<file path="config.mk">
export PLATFORM = sky130hd
export DESIGN_NAME = zpu_mem_ctrl
export DESIGN_NICKNAME = d
export VERILOG_FILES = /design/src/rtl/zpu_mem_ctrl_pkg.sv /design/src/rtl/zpu_rom_word_fetch.sv /design/src/rtl/zpu_mem_ctrl.sv
export SDC_FILE = /design/constraint.sdc
export NUM_CORES = 1
export LEC_CHECK = 0
export CAP_MARGIN = 25
export CORE_MARGIN = 5
export CORE_UTILIZATION = 38
export DETAILED_ROUTE_END_ITERATION = 10
export HOLD_SLACK_MARGIN = 0.08
export PLACE_DENSITY = 0.69
export RECOVER_POWER = 25
export SLEW_MARGIN = 20
export SYNTH_ARGS = -nofsm -noshare
export SYNTH_HDL_FRONTEND = slang
export SYNTH_SLANG_ARGS = --single-unit
</file>
<file path="constraint.sdc">
create_clock -name clk -period 2.03 [get_ports clk]
set_input_delay 0.609 -clock clk [delete_from_list [all_inputs] [get_ports clk]]
set_output_delay 0.609 -clock clk [all_outputs]
set_load 0.005 [all_outputs]
</file>
<file path="src/rtl/zpu_mem_ctrl_pkg.sv">
// Shared memory-map definitions for the zpu memory controller: FSM encodings, ROM beat count,
// region type and address decode helper.
package zpu_mem_ctrl_pkg;

  localparam logic [2:0] StIdle   = 3'd0;
  localparam logic [2:0] StRomRd  = 3'd1;
  localparam logic [2:0] StRamRd  = 3'd2;
  localparam logic [2:0] StRamCap = 3'd3;
  localparam logic [2:0] StRamWr  = 3'd4;
  localparam logic [2:0] StIo     = 3'd5;
  localparam logic [2:0] StRomWr  = 3'd6;
  localparam logic [2:0] StDone   = 3'd7;

  localparam int unsigned RomBeats = 4;

  typedef enum logic [1:0] {
    RegionRom,
    RegionRam,
    RegionIo
  } region_e;

  function automatic region_e decode_region(input int unsigned addr,
                                            input int unsigned ram_base,
                                            input int unsigned io_base);
    if (addr < ram_base) return RegionRom;
    if (addr < io_base) return RegionRam;
    return RegionIo;
  endfunction

endpackage

</file>
<file path="src/rtl/zpu_rom_word_fetch.sv">
// Reads four consecutive bytes from a sync-read byte ROM and assembles them big-endian.
// Beat k drives the ROM address; its data is shifted in one cycle later.
module zpu_rom_word_fetch
  import zpu_mem_ctrl_pkg::*;
(
  input  logic        clk,
  input  logic        reset,
  input  logic        start,
  input  logic [6:0]  word_addr,
  input  logic [7:0]  rom_data,
  output logic [8:0]  rom_addr,
  output logic        rom_re,
  output logic        word_valid,
  output logic [31:0] word
);

  logic        busy_q;
  logic [2:0]  beat_q;
  logic [23:0] shift_q;

  assign rom_re     = busy_q && (beat_q < 3'(RomBeats));
  assign rom_addr   = rom_re ? {word_addr, beat_q[1:0]} : '0;
  assign word_valid = busy_q && (beat_q == 3'(RomBeats));
  // Last byte comes straight from the ROM so the word is ready one cycle earlier.
  assign word       = {shift_q, rom_data};

  always_ff @(posedge clk or negedge reset) begin
    if (!reset) begin
      busy_q  <= 1'b0;
      beat_q  <= '0;
      shift_q <= '0;
    end else if (start) begin
      busy_q <= 1'b1;
      beat_q <= '0;
    end else if (busy_q) begin
      if (beat_q != '0) shift_q <= {shift_q[15:0], rom_data};
      if (word_valid) begin
        busy_q <= 1'b0;
        beat_q <= '0;
      end else begin
        beat_q <= beat_q + 3'd1;
      end
    end
  end

endmodule

</file>
<file path="src/rtl/zpu_mem_ctrl.sv">
// Bus controller between the zpu_core memory port and on-chip ROM, RAM and the LED register.
// One access at a time; mem_done pulses for one cycle at the end of each access.
module zpu_mem_ctrl
  import zpu_mem_ctrl_pkg::*;
#(
  parameter int unsigned ADDR_W   = 10,
  parameter int unsigned RAM_BASE = 'h200,
  parameter int unsigned IO_BASE  = 'h300,
  parameter int unsigned RAM_AW   = 6,
  parameter int unsigned LED_W    = 5
) (
  input  logic              clk,
  input  logic              reset,
  input  logic              mem_read,
  input  logic              mem_write,
  input  logic [ADDR_W-1:0] mem_addr,
  input  logic [31:0]       mem_data_write,
  output logic [31:0]       mem_data_read,
  output logic              mem_done,
  output logic [8:0]        rom_addr,
  output logic              rom_re,
  input  logic [7:0]        rom_data,
  output logic [RAM_AW-1:0] ram_addr,
  output logic              ram_re,
  output logic              ram_we,
  output logic [31:0]       ram_wdata,
  input  logic [31:0]       ram_rdata,
  output logic [LED_W-1:0]  led,
  output logic              bus_err
);

  logic [2:0]        state_q, state_d;
  logic [6:0]        rom_wa_q;
  logic [RAM_AW-1:0] ram_wa_q, ram_wa;
  logic [31:0]       wdata_q, rdata_q;
  logic [LED_W-1:0]  led_q;
  logic              wr_q, err_q;
  region_e           region;
  logic              fetch_start, fetch_valid;
  logic [31:0]       fetch_word;

  assign region      = decode_region(32'(mem_addr), RAM_BASE, IO_BASE);
  assign ram_wa      = RAM_AW'((mem_addr - ADDR_W'(RAM_BASE)) >> 2);
  assign fetch_start = (state_q == StIdle) && mem_read && !mem_write && (region == RegionRom);

  zpu_rom_word_fetch u_fetch (
    .clk        (clk),
    .reset      (reset),
    .start      (fetch_start),
    .word_addr  (rom_wa_q),
    .rom_data   (rom_data),
    .rom_addr   (rom_addr),
    .rom_re     (rom_re),
    .word_valid (fetch_valid),
    .word       (fetch_word)
  );

  // Write wins when both strobes are seen together.
  always_comb begin
    state_d = state_q;
    unique case (state_q)
      StIdle: begin
        if (mem_write) begin
          state_d = (region == RegionRom) ? StRomWr :
                    (region == RegionRam) ? StRamWr : StIo;
        end else if (mem_read) begin
          state_d = (region == RegionRom) ? StRomRd :
                    (region == RegionRam) ? StRamRd : StIo;
        end
      end
      StRomRd:  if (fetch_valid) state_d = StDone;
      StRamRd:  state_d = StRamCap;
      StRamCap: state_d = StDone;
      StRamWr:  state_d = StDone;
      StIo:     state_d = StDone;
      StRomWr:  state_d = StDone;
      default:  state_d = StIdle;
    endcase
  end

  always_ff @(posedge clk or negedge reset) begin
    if (!reset) begin
      state_q  <= StIdle;
      rom_wa_q <= '0;
      ram_wa_q <= '0;
      wdata_q  <= '0;
      rdata_q  <= '0;
      led_q    <= '0;
      wr_q     <= 1'b0;
      err_q    <= 1'b0;
    end else begin
      state_q <= state_d;
      if (state_q == StIdle) begin
        rom_wa_q <= mem_addr[8:2];
        ram_wa_q <= ram_wa;
        wdata_q  <= mem_data_write;
        wr_q     <= mem_write;
        if (mem_write && (mem_read || region == RegionRom)) err_q <= 1'b1;
      end
      if (state_q == StRomRd && fetch_valid) rdata_q <= fetch_word;
      if (state_q == StRamCap) rdata_q <= ram_rdata;
      if (state_q == StIo) begin
        if (wr_q) led_q <= wdata_q[LED_W-1:0];
        else      rdata_q <= 32'(led_q);
      end
    end
  end

  assign mem_done      = (state_q == StDone);
  assign ram_re        = (state_q == StRamRd);
  assign ram_we        = (state_q == StRamWr);
  assign ram_addr      = (ram_re || ram_we) ? ram_wa_q : '0;
  assign ram_wdata     = ram_we ? wdata_q : '0;
  assign mem_data_read = rdata_q;
  assign led           = led_q;
  assign bus_err       = err_q;

endmodule
</file>
# Word-level counts from Yosys, hierarchy flattened

Cells that the tools add are included.
Widths: inputs -> output; s select.

Register bits after elaboration: 115
Output and inout port bits: 89
Logic and storage cells: 75

$add $sub $neg: 2
Magnitude comparators: 3
Equality and inequality tests: 11
Mux-type cells: 28
Bitwise operators: 1
Reduce and logical (&&, ||, !) cells: 19

Operator list:

| kind                 | count |
|---|---|
| $mux 32              | 5 |
| $mux 3               | 8 |
| $lt 10x10->1 const B | 2 |
| $eq 3x3->1 const B   | 5 |
| $pmux 3 s4           | 1 |
| $mux 2               | 5 |
| $mux 9               | 1 |
| $sub 8x1->8 const B  | 1 |
| $logic_and 1x1->1    | 7 |
| $mux 1               | 7 |
| $eq 3x2->1 const B   | 2 |
| $mux 6               | 1 |
| $reduce_and 2->1     | 3 |
| $reduce_or 4->1      | 1 |
| $add 3x1->3 const B  | 1 |
| $eq 3x1->1 const B   | 1 |
| $logic_not 3->1      | 1 |
| $lt 3x3->1 const B   | 1 |
| $ne 3x3->1 const B   | 1 |
| $reduce_and 3->1     | 1 |
| $reduce_bool 3->1    | 1 |
| $eq 2x1->1 const B   | 1 |
| $logic_not 2->1      | 1 |
| $logic_or 1x1->1     | 2 |
| 4 further kinds      | 4 |

# Logic depth before layout (Yosys ltp)

Gate-level depths: netlist of the first run.

Depth after elaboration: 11
Mapped depth: 8

# Hierarchy

Synthesis of the first run repeated with hierarchy kept, for this count alone.

Cell total of the unflattened synthesis: 460
Area total of the unflattened synthesis: 5228.8 µm²

Modules (own cells, without submodules):

| module             | times used | cells an instance | area an instance (µm²) | seq. area each (µm²) |
|---|---|---|---|---|
| zpu_mem_ctrl       | 1          | 370               | 3987.6                 | 2026.9 |
| zpu_rom_word_fetch | 1          | 90                | 1241.2                 | 700.7 |

# Least setup slack after synthesis of the first run

OpenSTA, ideal clock, no wires.

Kind: reg2out
Start point: register state_q[1]
End point: output ram_wdata[22]
Arrival time: 1.319 ns
Slack: 0.102 ns
Cell stages (with the launch flop): 5
Path through: dfrtp_1 -> clkbuf_1 -> nor3b_1 -> clkbuf_1 -> and2_1

Longest elaborated chain between the ends: 2

RTL lines:

| what                     | line                | source |
|---|---|---|
| start: declaration       | zpu_mem_ctrl.sv:32  | `logic [2:0] state_q, state_d;` |
| start signal: assignment | zpu_mem_ctrl.sv:83  | `state_q <= StIdle;` |
| start signal: assignment | zpu_mem_ctrl.sv:92  | `state_q <= state_d;` |
| $eq 3x3->1               | zpu_mem_ctrl.sv:111 | `assign ram_we = (state_q == StRamWr);` |
| named net ram_we         | zpu_mem_ctrl.sv:25  | `output logic ram_we,` |
| $mux 32                  | zpu_mem_ctrl.sv:113 | `assign ram_wdata = ram_we ? wdata_q : '0;` |
| end: declaration         | zpu_mem_ctrl.sv:26  | `output logic [31:0] ram_wdata,` |

The timed path passes the listed nets, and every way through them passes these cells.

# Worst setup path after layout of the first run

Start point: register state_q[1]
End point: output ram_addr[4]

Longest elaborated chain between the ends: 3
Elaborated cells on any way between the ends: 4

RTL lines:

| what                                     | line                                     | source |
|---|---|---|
| $eq 3x2->1 or $eq 3x3->1 (tied branches) | zpu_mem_ctrl.sv:110, zpu_mem_ctrl.sv:111 |  |
| $logic_or 1x1->1 (*)                     | zpu_mem_ctrl.sv:112                      | `assign ram_addr = (ram_re \|\| ram_we) ? ram_wa_q : '0;` |
| $mux 6 (*)                               | zpu_mem_ctrl.sv:112                      |  |
| end: declaration                         | zpu_mem_ctrl.sv:23                       | `output logic [RAM_AW-1:0] ram_addr,` |

Mark *: on every way between the ends. The rest lies on a longest branch, timed or not.

==> key figures, run 1 <==
Status
  – Status: complete, but fails checks
  – Failing checks: setup timing

Floorplan
  – Die footprint: 15,800 µm²
  – Die Height: 126 µm
  – Rows: 42
  – Initial Utilization: 38.5%
  – Ports: 175
  – Placeable Area: 13,200 µm²
  – Die Wd: 126 µm

Min path
  – Min-Delay Path Class: reg -> reg

Timing
  – Slew Viols, Final: 0
  – Fmax: 454 MHz
  – Setup violations, final: 39
  – Tmin final: 2.20 ns
  – Final worst setup slack: -0.172 ns
  – Final worst-path cycle share: 108%
  – Slew headroom: 48.4%
  – Clock skew: 0.0120 ns
  – Setup repair after global routing missed its margin: true
  – Worst hold slack: 0.490 ns
  – Final Hold Viols: 0
  – Slew @ Worst Pin: 0.774 ns

Synth
  – Synthesized net count: 515
  – Main combinational cell family by area after synthesis: multiplexers
  – Share of the synthesized area in the top cell type: 53.7%
  – Synth Area in Compound Gates: 8.11%
  – Mux share of post-synthesis cell area: 20.8%
  – Gate Count Post-Synth: 427
  – #FFs+latches synth: 109
  – Synth Warn #: 0
  – Post-synthesis adder-cell area fraction: 0.493%
  – Post-Syn Area: 5080 µm²
  – Fraction of the mapped netlist area in simple logic gates: 12.9%
  – Synth cell types: 36
  – Seq/Total Area, Yosys: 53.7%
  – Syn avg cell area: 11.9 µm²
  – Area leader, netlist: dfrtp_1
  – Synth top area cells: dfrtp_1 54%, mux2_2 16%, and2_1 5.9%, mux2i_1 5.3%, a211oi_1 4.0%
  – XOR/XNOR share of the synthesized area: 0%

Placed design
  – IO buf count: 172
  – RD Place Congestion: 0.792
  – Placed wire-length estimate: 9830 µm
  – Post-DP Area: 7170 µm²

Power and ir drop
  – VDD IR max: 0.000631 V
  – LEAKAGE: 0.00363 µW
  – Combinational power share: 46.2%
  – P_int: 7220 µW
  – Seq pwr share: 37.7%
  – Switching power total: 3600 µW
  – Clock power frac: 16.1%
  – Sw Ratio: 33.3%
  – Pwr/cell area: 1360 nW/µm²

CTS
  – Skew-Pair Late Insertion Delay: 0.36 ns
  – Max H-tree Level: 3
  – Clock-pin slew on the worst setup and hold paths: 0.07 ns
  – Clock sinks: 109
  – CTS Buffer Depth: 2
  – CTS root buffer: clkbuf_16
  – CTS tree: built
  – TritonCTS buffer count: 9

Routing
  – Routed vias/inst: 4.99
  – Via count: 4,057
  – DR DRC count: 0
  – DRT Wirelength: 14,800 µm
  – Initial DRC count: 240
  – WL/cell: 18.2 µm
  – Post-route ant nets: 0
  – First drt pass iteration count: 4

GRT
  – Largest net degree at the start of global routing: 59
  – Vias in the first global route: 4,414
  – Initial antenna violation count: 0
  – First-pass GRT wire length: 23,000 µm
  – Global route total overflow: 0
  – All-Layer GR Usage: 18.2%

Setup path
  – Crit Path Max Fanout: 4
  – Critical path type: reg -> out
  – Setup crit start kind: register
  – Critical Path End Type: output port
  – Worst path required time: 1.42 ns
  – Worst endpoint data arrival time: 1.59 ns

Finish
  – Multi-input gate area: 2340 µm²
  – Flip-flop and latch area: 2730 µm²
  – Area Overhead vs Synth: 57.0%
  – N_diodes: 0
  – # fillers: 1,092
  – Post-route cell area: 7970 µm²
  – Final #Nets: 720
  – Layout cells sized above 1: 39.1%

Job
  – Maxcap violations: 0
[timing repair]
action | in CTS | in global routing
hold buffers | 1 | 0
pin swaps | 16 | 26
setup buffers | 17 | 6
endpoints found under the hold margin | 4 | 0
setup endpoints to repair | 51 | 96
resized for setup | 270 | 48
cloned | 4 | 3
[state kept, by name, indices dropped and copies added, names as in the netlist]
register	count
u_fetch.beat_q	3
mem_data_read	32
u_fetch.busy_q	1
led	5
rom_wa_q	7
wr_q	1
wdata_q	32
bus_err	1
state_q	3
u_fetch.shift_q	24
[cells by family (layout without fill, tap and decap cells)]
kind of cell             Yosys count  count (layout)
AO/OA/AOI/OAI                     60              60
adder cells (fa/ha/maj)            2               2
buffers and inverters             38             248
flip-flops                       109             109
multiplexers                      97              97
AND/OR/NAND/NOR                  121             121
[placed cells by master, fill, tap and decap left out, types with 4 or more instances in the layout]
cell type and count:
and2_4 43, mux2_2 70, dfrtp_1 107, nand2b_1 8, nand2_1 11, mux2i_1 26, buf_4 25, inv_1 8
a211oi_1 24, o21ai_0 6, clkdlybuf4s50_1 120, o21a_1 4, buf_12 8, clkbuf_16 12, nor2_1 37, buf_6 55
and2_1 5, a21oi_1 7
[synthesized netlist by cell type (all sizes together)]
| cell | instances |
|---|---|
| a31oi | 3 |
| nor3 | 3 |
| o21a | 4 |
| o211ai | 1 |
| a32oi | 1 |
| a311oi | 1 |
| o31ai | 1 |
| nor2b | 1 |
| nand2 | 11 |
| and2 | 48 |
| a211oi | 27 |
| o41ai | 3 |
| clkbuf | 14 |
| dfrtp | 109 |
| nor2 | 39 |
| inv | 8 |
| o21ai | 9 |
| a21oi | 8 |
| nand4 | 1 |
| mux2i | 27 |
| nand3b | 1 |
| buf | 16 |
| or3 | 1 |
| a31o | 1 |
| nor3b | 2 |
| ha | 2 |
| nand2b | 11 |
| mux2 | 70 |
| a22oi | 1 |
| nand3 | 3 |
[routing by layer]
metal	GRT usage, %	wire, µm	vias to the layer above
met2	30.5	7270	124
li1	-	-	1908
met5	0	0	-
met1	21.5	5980	2005
met3	6.87	1190	20
met4	6.63	316	0
[power groups by stage]
stage	Combinational, µW	Clock [µW]	Sequential [µW]
6_report	5000	1740	4080
5_1_grt	5420	1880	4200
4_1_cts	4940	1800	4040
3_5_place_dp	4450	0	4050
3_3_place_gp	4320	0	3970
2_1_floorplan	2410	0	3830
[through the flow]
stage               instances  setup TNS, ns  util (%)  power, µW  setup WS, ns
CTS                       810          -7.31      59.4      10800        -0.231
global route              813          -7.80      60.4      11500        -0.245
floorplan                 427              0         -       6230         0.102
finish                    813          -5.87      60.4      10800        -0.172
global placement          773         -12.55      54.4       8290        -0.297
detailed placement        773         -13.71      54.4       8500        -0.331
[worst max-delay path: stages, from the launching register on]
cell and delay [ns]:
dfrtp_2 0.42, buf_6 0.13, nand2b_4 0.06, a21oi_4 0.18
buf_6 0.13, buf_6 0.10, and2_4 0.13, buf_6 0.09
[final cells by class]
| cell class | instances | area share (%) |
|---|---|---|
| clock inverters | 7 | 0.863 |
| flip-flops and latches | 109 | 34.2 |
| clock buffers | 9 | 2.83 |
| repair buffers | 224 | 29.5 |
| multi-input cells | 280 | 29.4 |
| well taps | 176 | 2.76 |
| inverters | 8 | 0.377 |
[final timing paths]
kind | from | endpoint | slack, ns | cells past startpoint
min in group asynchronous | reset | mem_data_read[22]$_DFF_PN0_ | 0.65 | 2
max | state_q[1]$_DFFE_PN0P_ | ram_addr[4] | -0.17 | 7
max reg2reg | state_q[1]$_DFFE_PN0P_ | u_fetch.shift_q[14]$_DFFE_PN0P_ | 0.08 | 7
min | bus_err$_DFFE_PN0P_ | bus_err$_DFFE_PN0P_ | 0.49 | 1
max in group asynchronous | reset | state_q[1]$_DFFE_PN0P_ | 0.22 | 3
min reg2reg | bus_err$_DFFE_PN0P_ | bus_err$_DFFE_PN0P_ | 0.49 | 1
No activity file was read; power rests on OpenSTA's default activity.
==> run 2: changes to the inputs <==
CAP_MARGIN = default   (was 25)
REMOVE_ABC_BUFFERS = 1   (was default)
==> run 2 against run 1 <==
  * Clock skew about the same
  * Setup slack worse by 0.027 ns
  * Worst hold slack worse by 0.010 ns
  * Critical path depth stayed put
  * Routed wire length fell by 2.1%
  * Register-to-register slack got worse by 0.05 ns
  * Cell count decreased by 0.62%
  * Largest cell class unchanged
  * Core utilization shrank 0.46 points
  * Sequential power is essentially flat
  * The flow finishes with violations (capacitance limit, setup timing)
  * Via count fell by 2.0%
  * Combinational power shrank 2%
  * Sequential share of layout area increased by 0.26 points
==> key figures, run 2 (synthesis results as in run 1) <==
Status
  – Status: complete, but fails checks (unchanged)
  – Failing checks: capacitance limit, setup timing (was setup timing)

CTS
  – Hold buffer count at CTS: 0 (was 1)
  – CTS tree: built (unchanged)
  – CTS root buffer: clkbuf_16 (unchanged)
  – TritonCTS buffer count: 9 (unchanged)
  – Max H-tree Level: 3 (unchanged)
  – Skew-Pair Late Insertion Delay: 0.35 ns (was 0.36 ns)
  – CTS Buffer Depth: 2 (unchanged)
  – Clock-pin slew on the worst setup and hold paths: 0.07 ns (about the same)
  – Clock sinks: 109 (unchanged)

Routing
  – DR DRC count: 0 (unchanged)
  – Via count: 3,975 (was 4,057)
  – Routed vias/inst: 4.92 (was 4.99)
  – First drt pass iteration count: 4 (unchanged)
  – DRT Wirelength: 14,500 µm (was 14,800 µm)
  – WL/cell: 17.9 µm (was 18.2 µm)
  – Post-route ant nets: 0 (unchanged)
  – Initial DRC count: 237 (was 240)

Setup path
  – CP Cell Sequence: nand2b_4, a21oi_2, buf_4, buf_6, buf_6, and2_4, buf_6 (was buf_6, nand2b_4, a21oi_4, buf_6, buf_6, and2_4, buf_6)
  – Critical Path End Type: output port (unchanged)
  – Worst path most repeated cell: buf_6 (unchanged)
  – Worst path required time: 1.42 ns (about the same)
  – Setup crit start kind: register (unchanged)
  – Worst endpoint data arrival time: 1.62 ns (was 1.59 ns)
  – CP max-delay cell: dfrtp_2 (unchanged)
  – Delay of the slowest cell on the worst path: 0.45 ns (was 0.42 ns)
  – Crit Path Max Fanout: 4 (unchanged)
  – Critical path type: reg -> out (unchanged)

GRT
  – Largest net degree at the start of global routing: 59 (unchanged)
  – First-pass GRT wire length: 22,300 µm (was 23,000 µm)
  – Initial antenna violation count: 0 (unchanged)
  – Vias in the first global route: 4,343 (was 4,414)
  – All-Layer GR Usage: 17.6% (was 18.2%)
  – Global route total overflow: 0 (unchanged)

Placed design
  – Placed wire-length estimate: 9730 µm (was 9830 µm)
  – IO buf count: 172 (unchanged)
  – Setup WS pre-CTS: -0.220 ns (was -0.331 ns)
  – RD Place Congestion: 0.759 (was 0.792)
  – Placed cell count: 773 (unchanged)

Floorplan
  – Ports: 175 (unchanged)
  – Rows: 42 (unchanged)
  – Die Height: 126 µm (unchanged)
  – Die footprint: 15,800 µm² (unchanged)
  – Die Wd: 126 µm (unchanged)
  – Initial Utilization: 38.5% (unchanged)
  – Placeable Area: 13,200 µm² (unchanged)

Power and ir drop
  – LEAKAGE: 0.00362 µW (was 0.00363 µW)
  – Pwr/cell area: 1350 nW/µm² (was 1360 nW/µm²)
  – VDD IR max: 0.000487 V (was 0.000631 V)
  – Total power: 10,700 µW (was 10,800 µW)

Timing
  – Clock skew: 0.0118 ns (was 0.0120 ns)
  – Tmin final: 2.23 ns (was 2.20 ns)
  – Slew @ Worst Pin: 1.50 ns (was 0.774 ns)
  – Setup repair after global routing missed its margin: true (unchanged)
  – Fmax: 449 MHz (was 454 MHz)
  – Final Hold Viols: 0 (unchanged)
  – Final worst-path cycle share: 110% (was 108%)
  – Worst hold slack: 0.480 ns (was 0.490 ns)
  – Slew Viols, Final: 0 (unchanged)
  – Final worst setup slack: -0.199 ns (was -0.172 ns)
  – Setup tns final: -5.64 ns (was -5.87 ns)
  – Setup violations, final: 39 (unchanged)
  – Slew headroom: 0.305% (was 48.4%)

Finish
  – Layout cells sized above 1: 38.1% (was 39.1%)
  – Area Overhead vs Synth: 55.8% (was 57.0%)
  – Final #Nets: 715 (was 720)
  – Flip-flop and latch area: 2730 µm² (unchanged)
  – Final non-filler cell total: 808 (was 813)
  – Most common cell after layout, fill and taps aside: clkdlybuf4s50_1 (unchanged)
  – Multi-input gate area: 2330 µm² (was 2340 µm²)
  – # fillers: 1,069 (was 1,092)
  – N_diodes: 0 (unchanged)
  – Most frequent cells in the layout: 120 x clkdlybuf4s50_1, 107 x dfrtp_1, 70 x mux2_2 (unchanged)

Job
  – Maxcap violations: 1 (was 0)

Min path
  – Min-Delay Path Class: reg -> reg (unchanged)
[run 2: where the power goes]
part	leakage [µW]	switching (µW)	internal, µW	total (µW)
Clock	0.000139	788	938	1730
Combinational	0.00219	1890	2990	4880
Sequential	0.00130	740	3310	4050
Total	0.00362	3420	7240	10700
[run 2: per-stage QoR]
| step | instance area [µm²] | utilization [%] |
|---|---|---|
| after global placement | 7160 | 54.3 |
| final | 7910 | 60.0 |
| after detailed placement | 7160 | 54.3 |
| after CTS | 7500 | 56.9 |
| after global routing | 7910 | 60.0 |
| after floorplan | 4910 | - |
[run 2: worst max-delay path, delay by kind of cell (launching register included)]
kind	cells	cell delay [ns]
flip-flops	1	0.45
AND/OR/NAND/NOR	2	0.30
AO/OA/AOI/OAI	1	0.13
buffers and inverters	4	0.40
[run 2: worst paths after layout]
path | start | endpoint | slack [ns] | cells past startpoint
max | state_q[1]$_DFFE_PN0P_ | ram_addr[3] | -0.20 | 7
min | bus_err$_DFFE_PN0P_ | bus_err$_DFFE_PN0P_ | 0.48 | 1
max reg2reg | state_q[2]$_DFFE_PN0P_ | mem_data_read[31]$_DFF_PN0_ | 0.03 | 7
min reg2reg | bus_err$_DFFE_PN0P_ | bus_err$_DFFE_PN0P_ | 0.48 | 1
max in group asynchronous | reset | mem_data_read[23]$_DFF_PN0_ | 0.23 | 2
min in group asynchronous | reset | mem_data_read[31]$_DFF_PN0_ | 0.61 | 1
[run 2: repair_timing]
item,in CTS,in global routing
setup buffers,9,6
endpoints found under the hold margin,0,0
gates resized for setup,216,92
gates cloned,2,6
pin swaps,9,36
setup endpoints to repair,51,76
[run 2: final cells by class]
| cell class | instances | share of cell area (%) |
|---|---|---|
| clock buffers | 14 | 3.46 |
| flip-flops and latches | 109 | 34.5 |
| clock inverters | 2 | 0.206 |
| inverters | 8 | 0.380 |
| multi-input cells | 280 | 29.5 |
| repair buffers | 219 | 29.2 |
| well taps | 176 | 2.78 |
[run 2: metal layers]
| layer | routed length (µm) | global-route usage (%) | vias up |
|---|---|---|---|
| met2 | 6790 | 28.0 | 145 |
| met5 | 0 | 0 | - |
| met3 | 1510 | 8.14 | 14 |
| met1 | 5930 | 21.2 | 1932 |
| met4 | 223 | 5.87 | 0 |
| li1 | - | - | 1884 |
==> run 3: changes to the inputs <==
CORE_UTILIZATION = 41   (was 38)
DONT_BUFFER_PORTS = 1   (was default)
PLACE_DENSITY = default   (was 0.69)
SKIP_CTS_REPAIR_TIMING = 1   (was default)
==> run 3 against run 2 <==
  * The run ends with hold timing, setup timing left
  * Clock power is 3% lower
  * Register-to-register slack better by 0.09 ns
  * Worst hold slack got worse by 0.53 ns
  * Sequential share of layout area increased by 12 points
  * Largest cell class unchanged
==> key figures, run 3 (synthesis results as in run 1) <==
Status
  – Status: complete, but fails checks (unchanged)
  – Failing checks: hold timing, setup timing (was capacitance limit, setup timing)

Routing
  – DR DRC count: 0 (unchanged)
  – First drt pass iteration count: 4 (unchanged)
  – Met3 WL: 1170 µm (was 1510 µm)
  – Via count: 3,253 (was 3,975)
  – Metal2 WL: 5680 µm (was 6790 µm)
  – DRT Wirelength: 11,900 µm (was 14,500 µm)
  – Post-route ant nets: 0 (unchanged)
  – Highest metal used: met4 (unchanged)
  – Initial DRC count: 150 (was 237)
  – Routed vias/inst: 5.36 (was 4.92)
  – WL/cell: 19.5 µm (was 17.9 µm)
  – Metal-1 WL: 4820 µm (was 5930 µm)

Timing
  – Slew headroom: 78.4% (was 0.305%)
  – Final Hold Viols: 109 (was 0)
  – Slew Viols, Final: 0 (unchanged)
  – Final worst setup slack: -0.120 ns (was -0.199 ns)
  – Fmax: 465 MHz (was 449 MHz)
  – Setup repair after global routing missed its margin: true (unchanged)
  – Clock skew: 0.00728 ns (was 0.0118 ns)
  – Worst hold slack: -0.0455 ns (was 0.480 ns)
  – Setup violations, final: 38 (was 39)
  – Slew @ Worst Pin: 0.323 ns (was 1.50 ns)
  – Final worst-path cycle share: 106% (was 110%)
  – Tmin final: 2.15 ns (was 2.23 ns)

Setup path
  – Critical Path End Type: output port (unchanged)
  – Crit Path Max Fanout: 8 (was 4)
  – Worst path required time: 1.42 ns (about the same)
  – Setup crit start kind: register (unchanged)
  – Delay of the slowest cell on the worst path: 0.48 ns (was 0.45 ns)
  – CP Cell Sequence: nor3b_4, buf_6, clkbuf_16, and2_4 (was nand2b_4, a21oi_2, buf_4, buf_6, buf_6, and2_4, buf_6)
  – CP max-delay cell: dfrtp_2 (unchanged)
  – Worst endpoint data arrival time: 1.54 ns (was 1.62 ns)
  – WP buf/inv: 2 (was 4)
  – Critical path type: reg -> out (unchanged)
  – Top delay family on crit path: flip-flops (unchanged)

GRT
  – Largest net degree at the start of global routing: 110 (was 59)
  – Initial antenna violation count: 0 (unchanged)
  – First-pass GRT wire length: 17,900 µm (was 22,300 µm)
  – All-Layer GR Usage: 15.6% (was 17.6%)
  – Vias in the first global route: 3,471 (was 4,343)
  – Global route total overflow: 0 (unchanged)

CTS
  – Clock sinks: 109 (unchanged)
  – Clock-pin slew on the worst setup and hold paths: 0.07 ns (about the same)
  – Skew-Pair Late Insertion Delay: 0.35 ns (about the same)
  – CTS Buffer Depth: 2 (unchanged)
  – CTS root buffer: clkbuf_16 (unchanged)
  – CTS tree: built (unchanged)
  – Max H-tree Level: 3 (unchanged)
  – TritonCTS buffer count: 9 (unchanged)

Finish
  – Final #Nets: 522 (was 715)
  – Multi-input gate area: 2290 µm² (was 2330 µm²)
  – # fillers: 1,089 (was 1,069)
  – Layout cells sized above 1: 37.8% (was 38.1%)
  – Post-route cell area: 5880 µm² (was 7910 µm²)
  – N_diodes: 0 (unchanged)
  – Area Overhead vs Synth: 15.8% (was 55.8%)
  – Flip-flop and latch area: 2730 µm² (about the same)
  – Most frequent cells in the layout: 106 x dfrtp_1, 70 x mux2_2, 38 x and2_4 (was 120 x clkdlybuf4s50_1, 107 x dfrtp_1, 70 x mux2_2)
  – Most common cell after layout, fill and taps aside: dfrtp_1 (was clkdlybuf4s50_1)
  – Final non-filler cell total: 607 (was 808)

Placed design
  – Setup WS pre-CTS: 0.0654 ns (was -0.220 ns)
  – IO buf count: 0 (was 172)
  – Post-DP Area: 5310 µm² (was 7160 µm²)
  – Placed wire-length estimate: 7940 µm (was 9730 µm)
  – Placed cell count: 580 (was 773)
  – RD Place Congestion: 0.772 (was 0.759)

Power and ir drop
  – VDD IR max: 0.000606 V (was 0.000487 V)
  – Pwr/cell area: 1530 nW/µm² (was 1350 nW/µm²)
  – LEAKAGE: 0.00267 µW (was 0.00362 µW)
  – Total power: 9010 µW (was 10,700 µW)

Floorplan
  – Die footprint: 14,700 µm² (was 15,800 µm²)
  – Initial Utilization: 42.1% (was 38.5%)
  – Die Height: 121 µm (was 126 µm)
  – Rows: 40 (was 42)
  – Placeable Area: 12,100 µm² (was 13,200 µm²)
  – Die Wd: 121 µm (was 126 µm)
  – Ports: 175 (unchanged)

Min path
  – Min-Delay Path Class: in -> async (was reg -> reg)

Job
  – Maxcap violations: 0 (was 1)
==> run 3: cell count changes in the layout (fill, tap and decap cells not counted), moves of 4 or more <==
cell             before  now
and2_4               42   38
a211oi_2              5    1
buf_2                 6    0
a211oi_1             22   26
buf_4                27   13
and2_1                6   10
buf_6                49    4
clkdlybuf4s50_1     120    0
==> run 3: through the flow <==
step | util (%) | setup TNS (ns)
after floorplan | - | -71.34
after global routing | 48.8 | -6.59
after CTS | 46.4 | -6.46
after detailed placement | 44.0 | 0
final | 48.8 | -3.84
after global placement | 44.0 | 0
==> run 3: worst paths after layout <==
path                                   startpoint                     endpoint  slack (ns)  cells after the start
max                        state_q[1]$_DFFE_PN0P_                 ram_wdata[1]       -0.12                      4
min                                         reset  mem_data_read[30]$_DFF_PN0_       -0.05                      0
max reg2reg                state_q[1]$_DFFE_PN0P_  mem_data_read[24]$_DFF_PN0_        0.12                      6
min reg2reg                   bus_err$_DFFE_PN0P_          bus_err$_DFFE_PN0P_        0.50                      1
max in group asynchronous                   reset       state_q[1]$_DFFE_PN0P_        1.93                      0
min in group clk                mem_data_write[7]       wdata_q[7]$_DFFE_PN0P_        0.40                      1
==> run 3: area by class of cell <==
| cell class | instances | area share, % |
|---|---|---|
| Timing Repair Buffer | 26 | 5.66 |
| Sequential cell | 109 | 46.4 |
| Clock buffer | 10 | 4.06 |
| Clock inverter | 6 | 0.809 |
| Inverter | 8 | 0.511 |
| Multi-Input combinational cell | 280 | 38.9 |
| Tap cell | 168 | 3.57 |
==> run 3: layer usage <==
layer / vias to the layer above / GRT usage, %
met5: - / 0
met2: 127 / 24.8
met4: 0 / 6.30
li1: 1507 / -
met1: 1607 / 18.6
met3: 12 / 6.71
==> run 3: power by group <==
part	internal, µW	switching [µW]
clock network	873	810
registers	3310	868
logic	1770	1380
